File: src/rtl/fetch_pkg.sv
// -----------------------------------------------------------------------------
// fetch_pkg
// Shared constants and types for the instruction fetch unit.
//   INSTR_W_DEF     : default instruction width in bits
//   PC_W_DEF        : default program-counter / imem address width
//   PC_STEP_DEF     : default PC increment per sequential fetch
//   QUEUE_DEPTH_DEF : default instruction-queue depth (power of two, >= 2)
//   fetch_entry_t   : one queue entry, the fetched instruction and its address
// -----------------------------------------------------------------------------
package fetch_pkg;

   localparam int INSTR_W_DEF     = 24;
   localparam int PC_W_DEF        = 16;
   localparam int PC_STEP_DEF     = 4;
   localparam int QUEUE_DEPTH_DEF = 4;

   typedef struct packed {
      logic [PC_W_DEF-1:0]    pc;
      logic [INSTR_W_DEF-1:0] instr;
   } fetch_entry_t;

endpackage : fetch_pkg

File: src/rtl/fetch_queue.sv
// -----------------------------------------------------------------------------
// fetch_queue
// Circular instruction buffer between the fetch stage and decode.
// Ports:
//   clk        : clock, all state updates on the rising edge
//   reset      : synchronous active-low reset, empties the buffer
//   flush      : empties the buffer; wins over push and pop in the same cycle
//   push       : write push_data at the tail
//   push_data  : entry to enqueue
//   pop        : drop the head entry (ignored while empty)
//   head       : entry at the head, meaningful only while not_empty=1
//   not_empty  : at least one entry is held
//   count      : number of occupied entries, 0..DEPTH
// -----------------------------------------------------------------------------
module fetch_queue
   import fetch_pkg::*;
#(
   parameter int  DEPTH   = QUEUE_DEPTH_DEF,
   parameter type entry_t = fetch_entry_t,
   localparam int PTR_W   = $clog2(DEPTH),
   localparam int CNT_W   = PTR_W + 1
) (
   input  logic             clk,
   input  logic             reset,
   input  logic             flush,
   input  logic             push,
   input  entry_t           push_data,
   input  logic             pop,
   output entry_t           head,
   output logic             not_empty,
   output logic [CNT_W-1:0] count
);

   entry_t           mem_q [DEPTH];
   logic [PTR_W-1:0] wr_ptr_q, wr_ptr_d;
   logic [PTR_W-1:0] rd_ptr_q, rd_ptr_d;
   logic [CNT_W-1:0] count_q, count_d;
   logic             do_push;
   logic             do_pop;

   // DEPTH is a power of two, so the pointers wrap at DEPTH by plain overflow.
   always_comb begin
      // NOTE: every signal gets a default before any branch, so no path leaves it unassigned and no latch is inferred.
      do_push  = push;
      do_pop   = pop && (count_q != '0);
      wr_ptr_d = wr_ptr_q;
      rd_ptr_d = rd_ptr_q;
      count_d  = count_q;
      if (flush) begin
         wr_ptr_d = '0;
         rd_ptr_d = '0;
         count_d  = '0;
      end else begin
         if (do_push) wr_ptr_d = wr_ptr_q + PTR_W'(1);
         if (do_pop)  rd_ptr_d = rd_ptr_q + PTR_W'(1);
         case ({do_push, do_pop})
            2'b10:   count_d = count_q + CNT_W'(1);
            2'b01:   count_d = count_q - CNT_W'(1);
            default: count_d = count_q;
         endcase
      end
   end

   always_ff @(posedge clk) begin
      // NOTE: sequential state uses non-blocking assignments so every flop samples pre-edge values.
      if (!reset) begin
         wr_ptr_q <= '0;
         rd_ptr_q <= '0;
         count_q  <= '0;
      end else begin
         wr_ptr_q <= wr_ptr_d;
         rd_ptr_q <= rd_ptr_d;
         count_q  <= count_d;
      end
   end

   // NOTE: the storage array is deliberately not reset; occupancy is tracked by count_q alone.
   always_ff @(posedge clk) begin
      if (do_push) mem_q[wr_ptr_q] <= push_data;
   end

   assign head      = mem_q[rd_ptr_q];
   assign not_empty = (count_q != '0);
   assign count     = count_q;

endmodule : fetch_queue

File: src/rtl/fetch_unit.sv
// -----------------------------------------------------------------------------
// fetch_unit
// Sequential instruction fetcher with a credit-limited request stream, a
// small instruction queue toward decode, and redirect (branch/jump) support.
// Ports:
//   clk            : clock, all state updates on the rising edge
//   reset          : synchronous active-low reset
//   redirect_valid : load redirect_pc, drop queued and in-flight instructions
//   redirect_pc    : redirect target, used unmodified
//   imem_req       : instruction-memory read strobe
//   imem_addr      : read address (the fetch PC)
//   imem_rdata     : read data, returned one cycle after an accepted request
//   out_valid      : queue head holds a valid instruction
//   out_ready      : decode accepts the head this cycle
//   out_instr      : head instruction
//   out_pc         : address of the head instruction
//   queue_count    : occupied queue entries
// -----------------------------------------------------------------------------
module fetch_unit
   import fetch_pkg::*;
#(
   parameter int              INSTR_W     = INSTR_W_DEF,
   parameter int              PC_W        = PC_W_DEF,
   parameter int              PC_STEP     = PC_STEP_DEF,
   parameter int              QUEUE_DEPTH = QUEUE_DEPTH_DEF,
   parameter logic [PC_W-1:0] RESET_PC    = '0,
   localparam int             CNT_W       = $clog2(QUEUE_DEPTH) + 1
) (
   input  logic               clk,
   input  logic               reset,
   input  logic               redirect_valid,
   input  logic [PC_W-1:0]    redirect_pc,
   output logic               imem_req,
   output logic [PC_W-1:0]    imem_addr,
   input  logic [INSTR_W-1:0] imem_rdata,
   output logic               out_valid,
   input  logic               out_ready,
   output logic [INSTR_W-1:0] out_instr,
   output logic [PC_W-1:0]    out_pc,
   output logic [CNT_W-1:0]   queue_count
);

   typedef struct packed {
      logic [PC_W-1:0]    pc;
      logic [INSTR_W-1:0] instr;
   } entry_t;

   logic [PC_W-1:0] pc_q, pc_d;
   logic [PC_W-1:0] issued_pc_q, issued_pc_d;
   logic            inflight_q, inflight_d;
   logic            credit_ok;
   entry_t          push_entry;
   entry_t          head_entry;

   // A request is only issued when the queue can absorb its response even if
   // decode pops nothing, so a returning instruction always has a free slot.
   assign credit_ok = (int'(queue_count) + int'(inflight_q)) < QUEUE_DEPTH;
   assign imem_req  = reset && !redirect_valid && credit_ok;
   assign imem_addr = pc_q;

   always_comb begin
      pc_d        = pc_q;
      issued_pc_d = issued_pc_q;
      // A redirect forces imem_req low, which also discards the in-flight response.
      inflight_d  = imem_req;
      if (redirect_valid) begin
         pc_d = redirect_pc;
      end else if (imem_req) begin
         pc_d        = pc_q + PC_W'(PC_STEP);
         issued_pc_d = pc_q;
      end
   end

   always_ff @(posedge clk) begin
      if (!reset) begin
         pc_q        <= RESET_PC;
         issued_pc_q <= '0;
         inflight_q  <= 1'b0;
      end else begin
         pc_q        <= pc_d;
         issued_pc_q <= issued_pc_d;
         inflight_q  <= inflight_d;
      end
   end

   assign push_entry.pc    = issued_pc_q;
   assign push_entry.instr = imem_rdata;

   fetch_queue #(
      .DEPTH   (QUEUE_DEPTH),
      .entry_t (entry_t)
   ) u_queue (
      .clk       (clk),
      .reset     (reset),
      .flush     (redirect_valid),
      .push      (inflight_q),
      .push_data (push_entry),
      .pop       (out_valid && out_ready),
      .head      (head_entry),
      .not_empty (out_valid),
      .count     (queue_count)
   );

   assign out_instr = head_entry.instr;
   assign out_pc    = head_entry.pc;

endmodule : fetch_unit

File: config.mk
export PLATFORM = sky130hd
export DESIGN_NAME = fetch_unit
export DESIGN_NICKNAME = d
export VERILOG_FILES = /design/src/rtl/fetch_pkg.sv /design/src/rtl/fetch_queue.sv /design/src/rtl/fetch_unit.sv
export SDC_FILE = /design/constraint.sdc
export NUM_CORES = 1
export LEC_CHECK = 0
export CORE_UTILIZATION = 35
export DETAILED_ROUTE_END_ITERATION = 8
export MAX_ROUTING_LAYER = met4
export PLACE_DENSITY = 0.64
export REMOVE_ABC_BUFFERS = 1
export SLEW_MARGIN = 20
export SYNTH_ARGS = -nofsm -noshare
export SYNTH_HDL_FRONTEND = slang
export SYNTH_SLANG_ARGS = --single-unit
File: constraint.sdc
create_clock -name clk -period 2.5 [get_ports clk]
set_input_delay 0.5 -clock clk [delete_from_list [all_inputs] [get_ports clk]]
set_output_delay 0.5 -clock clk [all_outputs]
set_load 0.01 [all_outputs]
**Yosys cells after proc, flatten, opt, wreduce, memory -nomap -nowiden**

Memories as Yosys holds them, arrays and structs flattened. A register that Yosys moved wholly into a read port is not among the register bits.
Cells that the tools add are included.

- Bits in registers: 40
- Bits in writable memories: 160
- Output and inout bits: 61
- Logic and storage cells: 35
- Memories: 1

- Add/subtract/negate cells: 6
- Order comparisons: 1
- Eq/ne operators: 2
- Muxes and demuxes: 7
- Bitwise gates (word level): 2
- Reductions and logical operators: 10

Memory list:

| name | depth | width | rd ports | clocked after Yosys merged registers in | write ports | RTL line | text |
|---|---|---|---|---|---|---|---|
| u_queue.mem_q | 4 | 40 | 1 | 1 | 1 | fetch_queue.sv:34 | `entry_t mem_q [DEPTH];` |

Operators with widths:

| cell | number |
|---|---|
| 16-bit 2-to-1 mux | 2 |
| 16-bit by 3-bit adder with 16-bit output (second input constant) | 1 |
| 3-bit one-hot mux with 2 select lines | 1 |
| 2-bit by 1-bit adder with 2-bit output (second input constant) | 2 |
| 3-bit by 1-bit adder with 4-bit output | 1 |
| 1-bit logical AND | 4 |
| 4-bit by 3-bit < comparator with 1-bit output (second input constant) | 1 |
| 2-bit 2-to-1 mux | 2 |
| 2-bit nonzero test | 2 |
| 3-bit by 1-bit adder with 3-bit output (second input constant) | 1 |
| 3-bit nonzero test | 1 |
| 3-bit by 1-bit subtractor with 3-bit output (second input constant) | 1 |
| 2-bit by 1-bit equality test with 1-bit output (second input constant) | 1 |
| 2-bit equality test (second input constant) | 1 |
| 1-bit 2-to-1 mux | 2 |
| 1-bit NOT | 2 |
| 2-bit AND reduction | 1 |
| 2-bit OR reduction | 1 |
| 1-bit zero test | 1 |

**Depth between registers and ports, before layout**

- Depth in word-level cells: 5
- Mapped depth: 9
- Gate-level depth less buffers: 8

**By module**

Synthesis repeated with hierarchy kept, for this count alone.

- Cell total of the unflattened synthesis: 437
- Area, all modules: 7741.2 µm²

Modules (own cells, without submodules):

| module | times used | cells an instance | area an instance (µm²) | seq. area each (µm²) |
|---|---|---|---|---|
| fetch_queue | 1 | 257 | 6266.0 | 4984.8 |
| fetch_unit | 1 | 180 | 1475.2 | 660.6 |

**Least setup slack after synthesis**

OpenSTA, ideal clock, no wires.

- Path type: reg-to-reg
- Start point: register u_queue.count_q[0], in the netlist u_queue.count[0]
- End point: register u_queue.count_q[2], in the netlist u_queue.count[2]
- Data arrival time: 1949 ps
- Required time: 2430 ps
- Setup slack: 481 ps
- Stages on the path, launching flop included: 9
- Path buffers: 0
- Period minus slack after synthesis: 2019 ps
- Cells stage by stage: dfxtp_1 or3_1 and2_1 ha_1 inv_1 fa_1 xor2_1 or3_1 a21oi_1

- Cells in the longest elaborated chain, start to end: 5
- Elaborated cells on any way between the ends: 9

Ends and longest elaborated chain:

| element | RTL line | text |
|---|---|---|
| start, declared | fetch_queue.sv:37 | `logic [CNT_W-1:0] count_q, count_d;` |
| start signal, assigned | fetch_queue.sv:73 | `count_q <= count_d;` |
| 3-bit nonzero test (*) | fetch_queue.sv:83 | `assign not_empty = (count_q != '0);` |
| via out_valid | fetch_unit.sv:36 | `output logic out_valid,` |
| 1-bit logical AND | fetch_unit.sv:98 | `.pop (out_valid && out_ready),` |
| 1-bit logical AND (*) | fetch_queue.sv:45 | `do_pop = pop && (count_q != '0);` |
| via u_queue.do_pop | fetch_queue.sv:39 | `logic do_pop;` |
| 2-bit by 1-bit equality test with 1-bit output / 2-bit equality test (equally long branches) | fetch_queue.sv:56 | `case ({do_push, do_pop})` |
| 3-bit one-hot mux with 2 select lines / 2-bit nonzero test (equally long branches) | -- |  |

Mark *: on every way through the listed nets, which the timed path passes. The rest lies on a longest branch.
A chain may end at the register's enable or synchronous reset.

==> flow_metrics.py <==
metrics = {
    "status": {
        "run_status": "completed",
    },
    "critical_path": {
        "r2r_start": "u_queue.count[0]",
        "cp_data_required_time_ps": 2000,
        "timing.critical_path.fanout_max": 5,
        "type_of_element_launching_the_critical_path": "flip-flop",
        "worst-endpoint-arrival_ps": 1940,
        "timing.critical_path.max_delay_family": "buffers and inverters",
        "crit_slowest_cell": "sky130_fd_sc_hd__mux4_2",
        "criticalPathCategory": "reg -> out",
        "worst-r2r-setup-slack_ps": 360,
        "timing.critical_path.to": "out_pc[15]",
        "crit_path_end_kind": "primary output",
        "path_depth": 4,
        "critical_path.max_stage_delay_ps": 500,
        "critical_path.n_buffers_inverters": 3,
        "crit_path_cell_chain": "buf_12, buf_4, mux4_2, dlygate4sd2_1",
        "r2r-end": "u_queue.count[2]",
        "reg2reg_depth": 8,
    },
    "routing": {
        "avgViaCountPerCell": 4.955,
        "route.antenna.remaining_nets": 0,
        "remaining_drc_errors": 0,
        "detailedRoute.firstIterationViolations": 236,
        "via_count": 4261,
        "drt_first_pass_iters": 4,
        "drt-wirelength-per-cell_um": 17.74,
        "routed_wl_um": 15260,
    },
    "global_route": {
        "grtUsageTotal": 0.1433,
        "grt_pass1_wl_um": 23890,
        "number_of_global_route_vias_before_repair": 4536,
        "grt_antenna_before_repair": 0,
        "global_route.overflow_total": 0,
        "maximum_number_of_pins_on_one_net_before_global_route_repair": 41,
    },
    "timing": {
        "finalHoldViolCount": 0,
        "max_freq_mhz": 410.7,
        "rsz0062_at_grt": "no",
        "final.setup.tns_ps": 0,
        "slew-limit-headroom": 0.6710,
        "layout_worst_path_cycle_share": 0.9740,
        "finalClockSkew_ps": 9.247,
        "timing_max_transition_violations_final": 0,
        "fin_crit_ps": 2435,
        "worst_max_slew_pin_slew_ps": 493.4,
        "setup_viol_count_final": 0,
        "worst_hold_slack_ps": 500.8,
    },
    "final_layout": {
        "n_fill_cell": 1846,
        "fin_cells": 860,
        "seq_area_um2": 5650,
        "antenna_cells_inserted": 0,
        "area_growth_pct": 28.58,
        "finalNetCount": 621,
        "post_route_cells_drive_above_1_share": 0.2188,
        "multi_input_combinational_cell_area_um2": 1858,
        "postLayoutCoreUtil": 0.4636,
    },
    "cts": {
        "path_clk_slew_ps": 60,
        "tritoncts": "built",
        "clk_path_buf_depth": 3,
        "cts-hold-fix-buffers": 0,
        "numCtsBuffers": 22,
        "cts.sinks": 202,
        "h-tree-depth": 1,
        "insertion_delay_ps": 490,
        "ctsRootBufferMaster": "sky130_fd_sc_hd__clkbuf_16",
    },
    "logic_synthesis": {
        "asyncSetResetFlopFracSynth": 0,
        "yosysWarnings": 0,
        "synthFlopType": "sky130_fd_sc_hd__edfxtp_1",
        "yosysSeqAreaShare": 0.7356,
        "netlist_instances": 444,
        "syn-mean-instance-area_um2": 17.29,
        "synth-seq-cells": 202,
        "post_synth_instance_area_um2": 7675,
        "synth_cell_type_count": 43,
        "post_synth_edffs": 160,
    },
    "floorplanning": {
        "die_h_um": 150.1,
        "chipWidth_um": 150.1,
        "die_area_um2": 22520,
        "initial_utilization": 0.3605,
        "coreArea_um2": 21290,
        "ioPinCount": 105,
        "core.rowCount": 53,
    },
    "power": {
        "total_leakage_power_nw": 3.213,
        "max-vdd-ir-drop_mv": 0.3550,
        "power.density_nw_per_um2": 745.7,
        "power_mw": 7.358,
    },
    "run": {
        "max_cap_viol_count": 0,
    },
    "place": {
        "place_congestion": 0.8285,
        "dp_hpwl_um": 9279,
        "post-place-cells": 813,
        "portBuffers": 104,
    },
    "worst_hold_path": {
        "worstHoldPathType": "reg -> reg",
        "hold_crit_depth": 2,
    },
}
-- per-layer routing --
metal	track usage	routed length, µm	up-vias	part of all wire
met1	0.1740	6602	2127	0.43
met2	0.2454	7625	132	0.50
met5	-	0	-	0
met4	0.03384	231	0	0.015
met3	0.02835	801	20	0.052
li1	-	-	1982	-
-- state kept, by name, summed over array words and instances (netlist names), named ones only --
| name | cells |
|---|---|
| u_queue.mem_q | 160 |
| u_queue.wr_ptr_q | 2 |
| inflight_q | 1 |
| u_queue.rd_ptr_q | 2 |
| imem_addr | 16 |
| issued_pc_q | 16 |
| u_queue.count | 3 |
-- logic make-up (layout without fill, tap and decap cells) --
logic type | count (synthesis) | count (layout) | share of synthesized area
flip-flops | 202 | 202 | 0.7356
AND/OR/NAND/NOR | 94 | 94 | 0.05918
AO/OA/AOI/OAI | 57 | 57 | 0.04288
multiplexers | 43 | 43 | 0.1213
buffers and inverters | 36 | 177 | 0.02299
adder cells (fa/ha/maj) | 7 | 7 | 0.01239
XOR/XNOR | 5 | 5 | 0.005707
-- power by group --
| part | internal [mW] | switching (mW) | total (mW) | leakage (nW) |
|---|---|---|---|---|
| registers | 3.68 | 0.0502 | 3.73 | 1.77 |
| logic | 0.207 | 0.179 | 0.386 | 1.09 |
| clock network | 2.02 | 1.22 | 3.24 | 0.359 |
| total | 5.90 | 1.45 | 7.36 | 3.21 |
-- layout by cell type (no fill, tap or decap), types with 3 or more instances in the layout --
cell type	Yosys	final
sky130_fd_sc_hd__nand4_1	5	5
sky130_fd_sc_hd__clkbuf_16	0	23
sky130_fd_sc_hd__nor3_2	3	3
sky130_fd_sc_hd__inv_1	10	10
sky130_fd_sc_hd__clkdlybuf4s15_1	0	7
sky130_fd_sc_hd__and2_2	0	4
sky130_fd_sc_hd__or3_1	3	3
sky130_fd_sc_hd__xor2_1	3	3
sky130_fd_sc_hd__clkbuf_1	12	4
sky130_fd_sc_hd__nor2_1	20	20
sky130_fd_sc_hd__o21ai_1	6	6
sky130_fd_sc_hd__ha_1	6	6
sky130_fd_sc_hd__a31oi_1	3	3
sky130_fd_sc_hd__buf_12	0	10
sky130_fd_sc_hd__dfxtp_1	42	40
sky130_fd_sc_hd__bufinv_16	0	3
sky130_fd_sc_hd__clkdlybuf4s50_1	0	62
sky130_fd_sc_hd__buf_4	2	13
sky130_fd_sc_hd__nand2_1	38	38
sky130_fd_sc_hd__clkinv_2	0	5
sky130_fd_sc_hd__mux2i_1	3	3
sky130_fd_sc_hd__mux4_2	40	40
sky130_fd_sc_hd__nand3_1	7	7
sky130_fd_sc_hd__clkbuf_2	0	3
sky130_fd_sc_hd__edfxtp_1	160	160
sky130_fd_sc_hd__a21oi_1	34	34
sky130_fd_sc_hd__dlygate4sd2_1	0	17
sky130_fd_sc_hd__o21ai_0	4	4
sky130_fd_sc_hd__buf_2	7	14
-- worst register-to-register path, stage by stage (launching register included) --
cell and delay, ps:
sky130_fd_sc_hd__dfxtp_1 420, sky130_fd_sc_hd__or3_1 160, sky130_fd_sc_hd__and2_1 190, sky130_fd_sc_hd__ha_1 210
sky130_fd_sc_hd__inv_1 70, sky130_fd_sc_hd__fa_1 380, sky130_fd_sc_hd__xor2_1 160, sky130_fd_sc_hd__or3_1 310
sky130_fd_sc_hd__a21oi_1 170
-- worst min-delay path by stage --
stage                                 to             from
CTS                      issued_pc_q[15]  issued_pc_q[15]
global route        u_queue.mem_q[0][34]  issued_pc_q[10]
global placement    u_queue.mem_q[2][34]  issued_pc_q[10]
detailed placement       issued_pc_q[15]    imem_addr[15]
finish                   issued_pc_q[12]  issued_pc_q[12]
floorplan           u_queue.mem_q[0][24]   issued_pc_q[0]
-- timing repair --
item,in CTS,in global routing
endpoints found under the hold margin,0,0
gates resized for setup,90,11
setup buffers,8,0
pin swaps,0,0
endpoints found under the setup margin,41,14
gates cloned,1,0
-- Yosys cell counts, drive strengths merged, types with 6 or more instances --
| cell type | count | share of area |
|---|---|---|
| dfxtp | 42 | 0.11 |
| o21ai | 10 | 0.0065 |
| a21oi | 34 | 0.022 |
| inv | 11 | 0.0057 |
| clkbuf | 12 | 0.0059 |
| ha | 6 | 0.0098 |
| nor2 | 21 | 0.011 |
| mux4 | 40 | 0.12 |
| nand2 | 38 | 0.019 |
| and2 | 6 | 0.0049 |
| buf | 13 | 0.011 |
| edfxtp | 160 | 0.63 |
| nand3 | 7 | 0.0046 |
-- layout make-up --
class / count / area share
multi-input combinational: 206 / 0.1883
sequential: 202 / 0.5726
timing repair buffer: 127 / 0.1250
inverter: 11 / 0.004438
clock inverter: 11 / 0.01357
tap: 275 / 0.03487
clock buffer: 28 / 0.06124
-- stage by stage --
step	area, µm²	setup WS, ps
4_1_cts	9901	-68.72
6_report	9868	64.93
3_3_place_gp	9150	-79.34
2_1_floorplan	7542	-453.3
5_1_grt	9868	0.5784
3_5_place_dp	9150	-56.57
No activity file was read; power rests on OpenSTA's default activity.
